$ cat src/rtl/mul_div_unit_if.sv
// Start/result handshake between the control unit and the
// iterative multiply/divide engine.
interface mul_div_unit_if #(
    parameter int WIDTH = 32
) ();
    logic             alu_start;
    logic [4:0]       alu_func;
    logic [WIDTH-1:0] op_a;
    logic [WIDTH-1:0] op_b;
    logic [WIDTH-1:0] result;
    logic             alu_valid;
    logic             busy;

    modport master (
        output alu_start, alu_func, op_a, op_b,
        input  result, alu_valid, busy
    );

    modport slave (
        input  alu_start, alu_func, op_a, op_b,
        output result, alu_valid, busy
    );
endinterface

$ cat src/rtl/mul_div_unit.sv
// Iterative 32-cycle shift-add multiplier and restoring
// signed divider sharing one {hi, lo} working register.
module mul_div_unit #(
    parameter int         WIDTH    = 32,
    parameter logic [4:0] FUNC_MUL = 5'b00010,
    parameter logic [4:0] FUNC_DIV = 5'b00011
) (
    input  logic           clk,
    input  logic           rst,
    mul_div_unit_if.slave  io
);
    localparam int CW = $clog2(WIDTH);

    typedef enum logic [1:0] {
        IDLE,
        CALC,
        DONE
    } state_t;

    state_t           state;
    logic [CW-1:0]    cnt;
    logic             is_div;
    logic             neg;
    logic [WIDTH-1:0] hi;
    logic [WIDTH-1:0] lo;
    logic [WIDTH-1:0] opnd;

    logic [WIDTH:0]   mul_sum;
    logic [WIDTH:0]   div_shift;
    logic [WIDTH:0]   div_diff;
    logic             div_ok;
    logic [WIDTH-1:0] nxt_hi;
    logic [WIDTH-1:0] nxt_lo;
    logic [WIDTH-1:0] res_n;
    logic [WIDTH-1:0] a_mag;
    logic [WIDTH-1:0] b_mag;
    logic             last;

    assign a_mag = io.op_a[WIDTH-1] ? -io.op_a : io.op_a;
    assign b_mag = io.op_b[WIDTH-1] ? -io.op_b : io.op_b;
    assign last  = (cnt == CW'(WIDTH - 1));

    // Multiply: hi accumulates, lo shifts the multiplier out
    // and the product low bits in. Divide: hi is the partial
    // remainder, lo shifts the dividend out and quotient in.
    always_comb begin
        mul_sum   = {1'b0, hi} + (lo[0] ? {1'b0, opnd} : '0);
        div_shift = {hi, lo[WIDTH-1]};
        div_diff  = div_shift - {1'b0, opnd};
        div_ok    = ~div_diff[WIDTH];
        if (is_div) begin
            nxt_hi = div_ok ? div_diff[WIDTH-1:0]
                            : div_shift[WIDTH-1:0];
            nxt_lo = {lo[WIDTH-2:0], div_ok};
            res_n  = neg ? -nxt_lo : nxt_lo;
        end else begin
            nxt_hi = mul_sum[WIDTH:1];
            nxt_lo = {mul_sum[0], lo[WIDTH-1:1]};
            res_n  = nxt_lo;
        end
    end

    always_ff @(posedge clk) begin
        if (!rst) begin
            state        <= IDLE;
            cnt          <= '0;
            is_div       <= 1'b0;
            neg          <= 1'b0;
            hi           <= '0;
            lo           <= '0;
            opnd         <= '0;
            io.result    <= '0;
            io.alu_valid <= 1'b0;
            io.busy      <= 1'b0;
        end else begin
            unique case (state)
                IDLE: begin
                    io.alu_valid <= 1'b0;
                    io.busy      <= 1'b0;
                    if (io.alu_start) begin
                        cnt     <= '0;
                        io.busy <= 1'b1;
                        hi      <= '0;
                        if (io.alu_func == FUNC_MUL) begin
                            is_div <= 1'b0;
                            lo     <= io.op_b;
                            opnd   <= io.op_a;
                            state  <= CALC;
                        end else if (io.alu_func == FUNC_DIV &&
                                     io.op_b != '0) begin
                            is_div <= 1'b1;
                            neg    <= io.op_a[WIDTH-1] ^
                                      io.op_b[WIDTH-1];
                            lo     <= a_mag;
                            opnd   <= b_mag;
                            state  <= CALC;
                        end else begin
                            io.result    <=
                                (io.alu_func == FUNC_DIV) ? '1 : '0;
                            io.alu_valid <= 1'b1;
                            state        <= DONE;
                        end
                    end
                end
                CALC: begin
                    hi  <= nxt_hi;
                    lo  <= nxt_lo;
                    cnt <= cnt + 1'b1;
                    if (last) begin
                        io.result    <= res_n;
                        io.alu_valid <= 1'b1;
                        state        <= DONE;
                    end
                end
                DONE: begin
                    io.alu_valid <= 1'b0;
                    io.busy      <= 1'b0;
                    state        <= IDLE;
                end
                default: state <= IDLE;
            endcase
        end
    end
endmodule

$ cat src/flat_wrapper.sv
// flat-port wrapper written by rule: the top's interface ports become plain ports
module mul_div_unit_flat 
#(
    parameter int         WIDTH    = 32,
    parameter logic [4:0] FUNC_MUL = 5'b00010,
    parameter logic [4:0] FUNC_DIV = 5'b00011
)
  (clk, rst, io_alu_start, io_alu_func, io_op_a, io_op_b, io_result, io_alu_valid, io_busy);
  mul_div_unit_if #(.WIDTH(WIDTH)) io_i ();
  input  logic clk;
  input  logic rst;
  input wire logic [$bits(io_i.alu_start)-1:0] io_alu_start;
  input wire logic [$bits(io_i.alu_func)-1:0] io_alu_func;
  input wire logic [$bits(io_i.op_a)-1:0] io_op_a;
  input wire logic [$bits(io_i.op_b)-1:0] io_op_b;
  output wire logic [$bits(io_i.result)-1:0] io_result;
  output wire logic [$bits(io_i.alu_valid)-1:0] io_alu_valid;
  output wire logic [$bits(io_i.busy)-1:0] io_busy;
  assign io_i.alu_start = io_alu_start;
  assign io_i.alu_func = io_alu_func;
  assign io_i.op_a = io_op_a;
  assign io_i.op_b = io_op_b;
  assign io_result = io_i.result;
  assign io_alu_valid = io_i.alu_valid;
  assign io_busy = io_i.busy;
  mul_div_unit #(.WIDTH(WIDTH), .FUNC_MUL(FUNC_MUL), .FUNC_DIV(FUNC_DIV)) u_core (.clk(clk), .rst(rst), .io(io_i));
endmodule
$ cat config.mk
export PLATFORM = sky130hd
export DESIGN_NAME = mul_div_unit_flat
export DESIGN_NICKNAME = d
export VERILOG_FILES = /design/src/rtl/mul_div_unit_if.sv /design/src/rtl/mul_div_unit.sv /design/src/flat_wrapper.sv
export SDC_FILE = /design/constraint.sdc
export NUM_CORES = 1
export LEC_CHECK = 0
export CORE_MARGIN = 1
export CORE_UTILIZATION = 53
export CTS_CLUSTER_DIAMETER = 50
export DETAILED_ROUTE_END_ITERATION = 12
export HOLD_SLACK_MARGIN = 0.05
export PLACE_DENSITY = 0.74
export SYNTH_ARGS = -nofsm -noshare
export SYNTH_HDL_FRONTEND = slang
export SYNTH_SLANG_ARGS = --single-unit
$ cat constraint.sdc
create_clock -name clk -period 7.4 [get_ports clk]
set_clock_uncertainty 0.15 [all_clocks]
set_input_delay 1.48 -clock clk [delete_from_list [all_inputs] [get_ports clk]]
set_output_delay 1.48 -clock clk [all_outputs]
set_load 0.03 [all_outputs]
; ---- Word level (Yosys, flattened, before mapping)
; Cells that the tools add are included.
[totals]
mem_bits_ro = 0
word_cells = 81
regBits = 139
latch_bits = 0
in_bits = 72
output_inout_bits = 34
ram_bits = 0
memories = 0
[op_classes]
muxes = 38
n_reduce_logical = 14
mul = 0
n_eq_ne = 10
addsub = 6
div = 0
bitwise_logic = 3
shifts = 0
order_cmp = 0
[op_table]
columns = cell, n
row1 = $mux W32, 19
row2 = $pmux W32 S2, 3
row3 = $neg A32 Y32, 3
row4 = $add A32 B33 Y33, 1
row5 = $sub A33 B32 Y33, 1
row6 = $reduce_bool A32 Y1, 1
row7 = $eq A5 B2 Y1 const B, 2
row8 = $pmux W5 S2, 1
row9 = $mux W2, 4
row10 = $mux W1, 7
row11 = $ne A2 B2 Y1 const B, 3
row12 = $reduce_and A2 Y1, 3
row13 = $reduce_and A3 Y1, 2
row14 = $reduce_bool A2 Y1, 3
row15 = $add A5 B1 Y5 const B, 1
row16 = $eq A5 B5 Y1 const B, 1
row17 = $mux W5, 1
row18 = $reduce_and A5 Y1, 1
row19 = $pmux W2 S2, 1
row20 = $reduce_and A4 Y1, 1
row21 = $ne A3 B1 Y1 const B, 1
row22 = $pmux W1 S3, 1
row23 = $reduce_bool A3 Y1, 1
row24 = $eq A2 B1 Y1 const B, 1
row25 = other kinds (7), 8

; ---- Logic depth before layout (Yosys ltp)
[depth]
word_depth = 7
ltp_mapped = 22
mapped_depth_nobuf = 18

; ---- Worst setup path before layout
; OpenSTA, ideal clock, no wires.
[synth_path]
path_type = flip-flop to flip-flop
from = reg u_core.lo[31]
to = reg u_core.io.result[18]
stages_incl_launch_ff = 22
n_path_buf = 4
required_time_ps = 7171
slack_ps = 2945
synth_period_minus_slack_ps = 4455
setup_time_ps = 79
t_arrival_ps = 4226
cell_sequence = dfxtp_1 -> inv_1 -> ha_1 -> inv_1 -> fa_1 -> a21o_1 -> a221o_1 -> nand4_1 -> a31oi_1 -> o31ai_1 -> xnor2_1 -> inv_1 -> buf_2 -> buf_1 -> buf_2 -> ha_1 -> nand2_1 -> clkbuf_1 -> o31ai_1 -> mux2i_1 -> a21oi_1 -> a211oi_2
[synth_between]
elab_chain_len = 7
[synth_lines]
columns = item, line_no
row1 = from (decl), mul_div_unit.sv:25  ; logic [WIDTH-1:0] lo;
row2 = from (signal assigned), mul_div_unit.sv:86  ; lo <= io.op_b;
row3 = from (signal assigned), mul_div_unit.sv:94  ; lo <= a_mag;
row4 = from (signal assigned), mul_div_unit.sv:107  ; lo <= nxt_lo;
row5 = $sub A33 B32 Y33, mul_div_unit.sv:49  ; div_diff = div_shift - {1'b0, opnd};
row6 = $not A1 Y1, mul_div_unit.sv:50  ; div_ok = ~div_diff[WIDTH];
row7 = $neg A32 Y32, mul_div_unit.sv:55  ; res_n = neg ? -nxt_lo : nxt_lo;
row8 = $mux W32, mul_div_unit.sv:55
row9 = $mux W32, mul_div_unit.sv:51  ; if (is_div) begin
row10 = $mux W32, mul_div_unit.sv:109  ; if (last) begin
row11 = $pmux W32 S2, mul_div_unit.sv:76  ; unique case (state)
row12 = to (signal assigned), mul_div_unit.sv:98  ; io.result <=
row13 = to (signal assigned), mul_div_unit.sv:110  ; io.result <= res_n;
row14 = to (decl), mul_div_unit_if.sv:21  ; output result, alu_valid, busy
; No other way between the ends. The select of a mux whose other input is x is not followed.
; A chain may end at the register's enable or synchronous reset.

; ---- Worst setup path in the final report
[layout_path]
from = in io_op_b[6]
to = reg u_core.io.result[3]
[layout_between]
elab_chain_len = 4
[layout_lines]
columns = item, line_no
row1 = from (decl), flat_wrapper.sv:15  ; input wire logic [$bits(io_i.op_b)-1:0] io_op_b;
row2 = $reduce_bool A32 Y1, mul_div_unit.sv:90  ; io.op_b != '0) begin
row3 = $logic_and A1 B1 Y1, mul_div_unit.sv:89  ; end else if (io.alu_func == FUNC_DIV &&
row4 = $ne A2 B2 Y1 (no source line), --
row5 = $reduce_and A5 Y1 (no source line), --
; No other way between the ends.

==> impl_metrics.toml <==
[status]
status = "finished, final reports clean"

[grt]
first_global_vias = 11690
grtUsageTotal = 0.3208
grt-ovfl-total = 0
grt_pass1_wl_um = 61050
grt_max_degree = 82
antenna_found_initial = 1

[timing]
fin_setup_tns_ps = 0
finalCriticalPeriod_ps = 5710
slew_violations = 0
slew_headroom = 0.1719
fmax_ghz = 0.1751
hold_violations = 0
rsz0062_at_grt = "false"
worst_pin_slew_ps = 1241
fin_crit_sh = 0.7717
setup_viol = 0
whs_ps = 325.8

[detailed_routing]
wl_per_cell_um = 19.06
drc_errors = 0
drtIter0Drc = 1040
vias_per_cell = 6.335
drt_wl_total_um = 38280
ant_nets = 0
dr.pass1.iters = 6
vias = 12730

[setup_path]
crit_type = "in2reg"
timing.rr.start = "u_core.lo[31]"
regToRegSetupSlack_ps = 2090
start_kind = "primary input"
path_max_fanout = 49
required_ps = 7560
r2r_cells = 19
cp.arrival_ps = 5870
endpoint_kind = "flop"
reg2reg_to = "u_core.io.result[12]"

[finish]
fin_nets = 1856
fin_util = 0.6160
syn_to_final_growth_pct = 13.99
drive_above_1_share = 0.05746
final_common_cell = "nor2_1"
fin_area_sq_um = 13950
most-common-layout-cells = "260 x nor2_1, 161 x a21oi_1, 138 x dfxtp_1, 107 x nand2_1, 105 x clkdlybuf4s50_1"

[clock_network]
post_cts_buffers = 0
h-tree-depth = 4
cts_hold_buffers = 0
clkSinkCount = 139
path_clk_slew_ps = 70
cts_tree = "yes"
clk_latency_ps = 430
ctsResizeCount = 0
numCtsBuffers = 17
cts_root_buf = "clkbuf_16"
clock_tree.buffer_depth = 2

[yosys]
ys_ff_latch = 139
synth-main-ff-cell = "dfxtp_1"
async_flop_share = 0
synth_warnings = 0
synth_edf_count = 0
synth_area_sq_um = 12240
synth.lib_cells_used.distinct = 73
ys_seq_area_frac = 0.2274
avgSynthCellArea_sq_um = 7.292
syn_nets = 1824
synth_cells = 1678

[power_and_ir_drop]
power_density_nw_per_um2 = 154.5
peakVddDrop_v = 0.0001583
leakage_nw = 5.338

[run]
drv_cap = 0

[floorplanning]
die_area_sq_um = 23700
die_x_um = 153.9
die_h_um = 153.9
ioPinCount = 106
num_rows = 55
start_util = 0.5404
core_sq_um = 22640

[placement]
gp_congestion = 0.9597
place_area_sq_um = 13340
dp_hpwl_um = 28400
port-buffer-count = 105

[hold_path]
min_from = "u_core.io.result[0]"
holdPathEnd = "u_core.io.result[0]"
hold_path_depth = 2
min_path_type = "reg2reg"
## sequential cells by signal (all words and copies together), names as in the netlist
name	cells
u_core.state	2
u_core.io.alu_valid	1
u_core.opnd	32
u_core.io.result	32
u_core.cnt	5
u_core.hi	32
u_core.io.busy	1
u_core.neg	1
u_core.is_div	1
u_core.lo	32
## metal layers
metal	global-route usage	wire (um)
met5	0	0
met3	0.04932	2877
met4	0.1348	1572
met1	0.4270	16730
met2	0.5154	17100
## where the power goes
group / internal [mW] / switching (mW)
clock: 0.487 / 0.383
sequential: 0.771 / 0.0182
combinational: 0.187 / 0.310
total: 1.44 / 0.710
## synthesized netlist by cell type (all sizes together), types with 20 or more instances
cell type  number  area [sq um]
nor3           44         220.2
xor2           74         648.1
or3            20         130.1
clkbuf         82         307.8
ha             72         900.9
a31oi          21         131.4
dfxtp         139          2783
a21oi         161         805.8
nand2         108         405.4
buf            29         152.6
a21o           25         187.7
nand3          31         155.2
mux2i          52         520.5
nor2          261         979.7
xnor2          34         297.8
o21ai         108         559.3
a211oi         89         698.2
inv            63         236.5
o31ai          31         232.7
## worst max-delay path by stage
stage / start / end / slack [ps] / depth (start not counted)
floorplan: u_core.lo[31] / u_core.io.result[18] / 2940 / 21
global placement: io_op_b[6] / u_core.io.result[3] / 1410 / 11
detailed placement: io_op_b[6] / u_core.io.result[3] / 1330 / 11
CTS: io_op_b[6] / u_core.io.result[3] / 1780 / 11
global route: io_op_b[6] / u_core.io.result[3] / 1450 / 11
finish: io_op_b[6] / u_core.io.result[3] / 1690 / 11
## through the flow
stage	setup WS, ps	instances	power [mW]
3_3_place_gp	1408	1975	1.287
4_1_cts	1778	2007	2.149
6_report	1690	2009	2.155
5_1_grt	1452	2008	2.236
2_1_floorplan	2945	1678	1.116
3_5_place_dp	1334	1975	1.291
## kinds of logic (layout without fill, tap and decap cells)
logic type / after synthesis / count (layout) / share of synthesized area
adder cells (fa/ha/maj): 74 / 74 / 0.07690
flip-flops: 139 / 139 / 0.2274
other: 0 / 1 / 0
AO/OA/AOI/OAI: 556 / 556 / 0.2977
buffers and inverters: 175 / 220 / 0.05726
multiplexers: 62 / 62 / 0.05174
XOR/XNOR: 108 / 108 / 0.07731
AND/OR/NAND/NOR: 564 / 564 / 0.2117
## critical path: stages
cell and delay (ps):
clkdlybuf4s50_1 510, or4_4 600, nor4_2 250, or4b_1 710, o41ai_4 410, a31oi_1 190, nor2b_4 130, buf_4 430
nor2b_1 780, and4_1 310, nor3_1 50
## final cells by class
| type | instances | area, sq um |
|---|---|---|
| fill | 2077 | 8693 |
| inverter | 64 | 240.2 |
| clock inverter | 14 | 148.9 |
| timing repair buffer | 124 | 1199 |
| multi-input combinational | 1364 | 8777 |
| clock buffer | 18 | 439.2 |
| tap | 285 | 356.6 |
| sequential | 139 | 2784 |
| antenna | 1 | 2.502 |
Note: power is estimated with default switching activity, not from simulation.
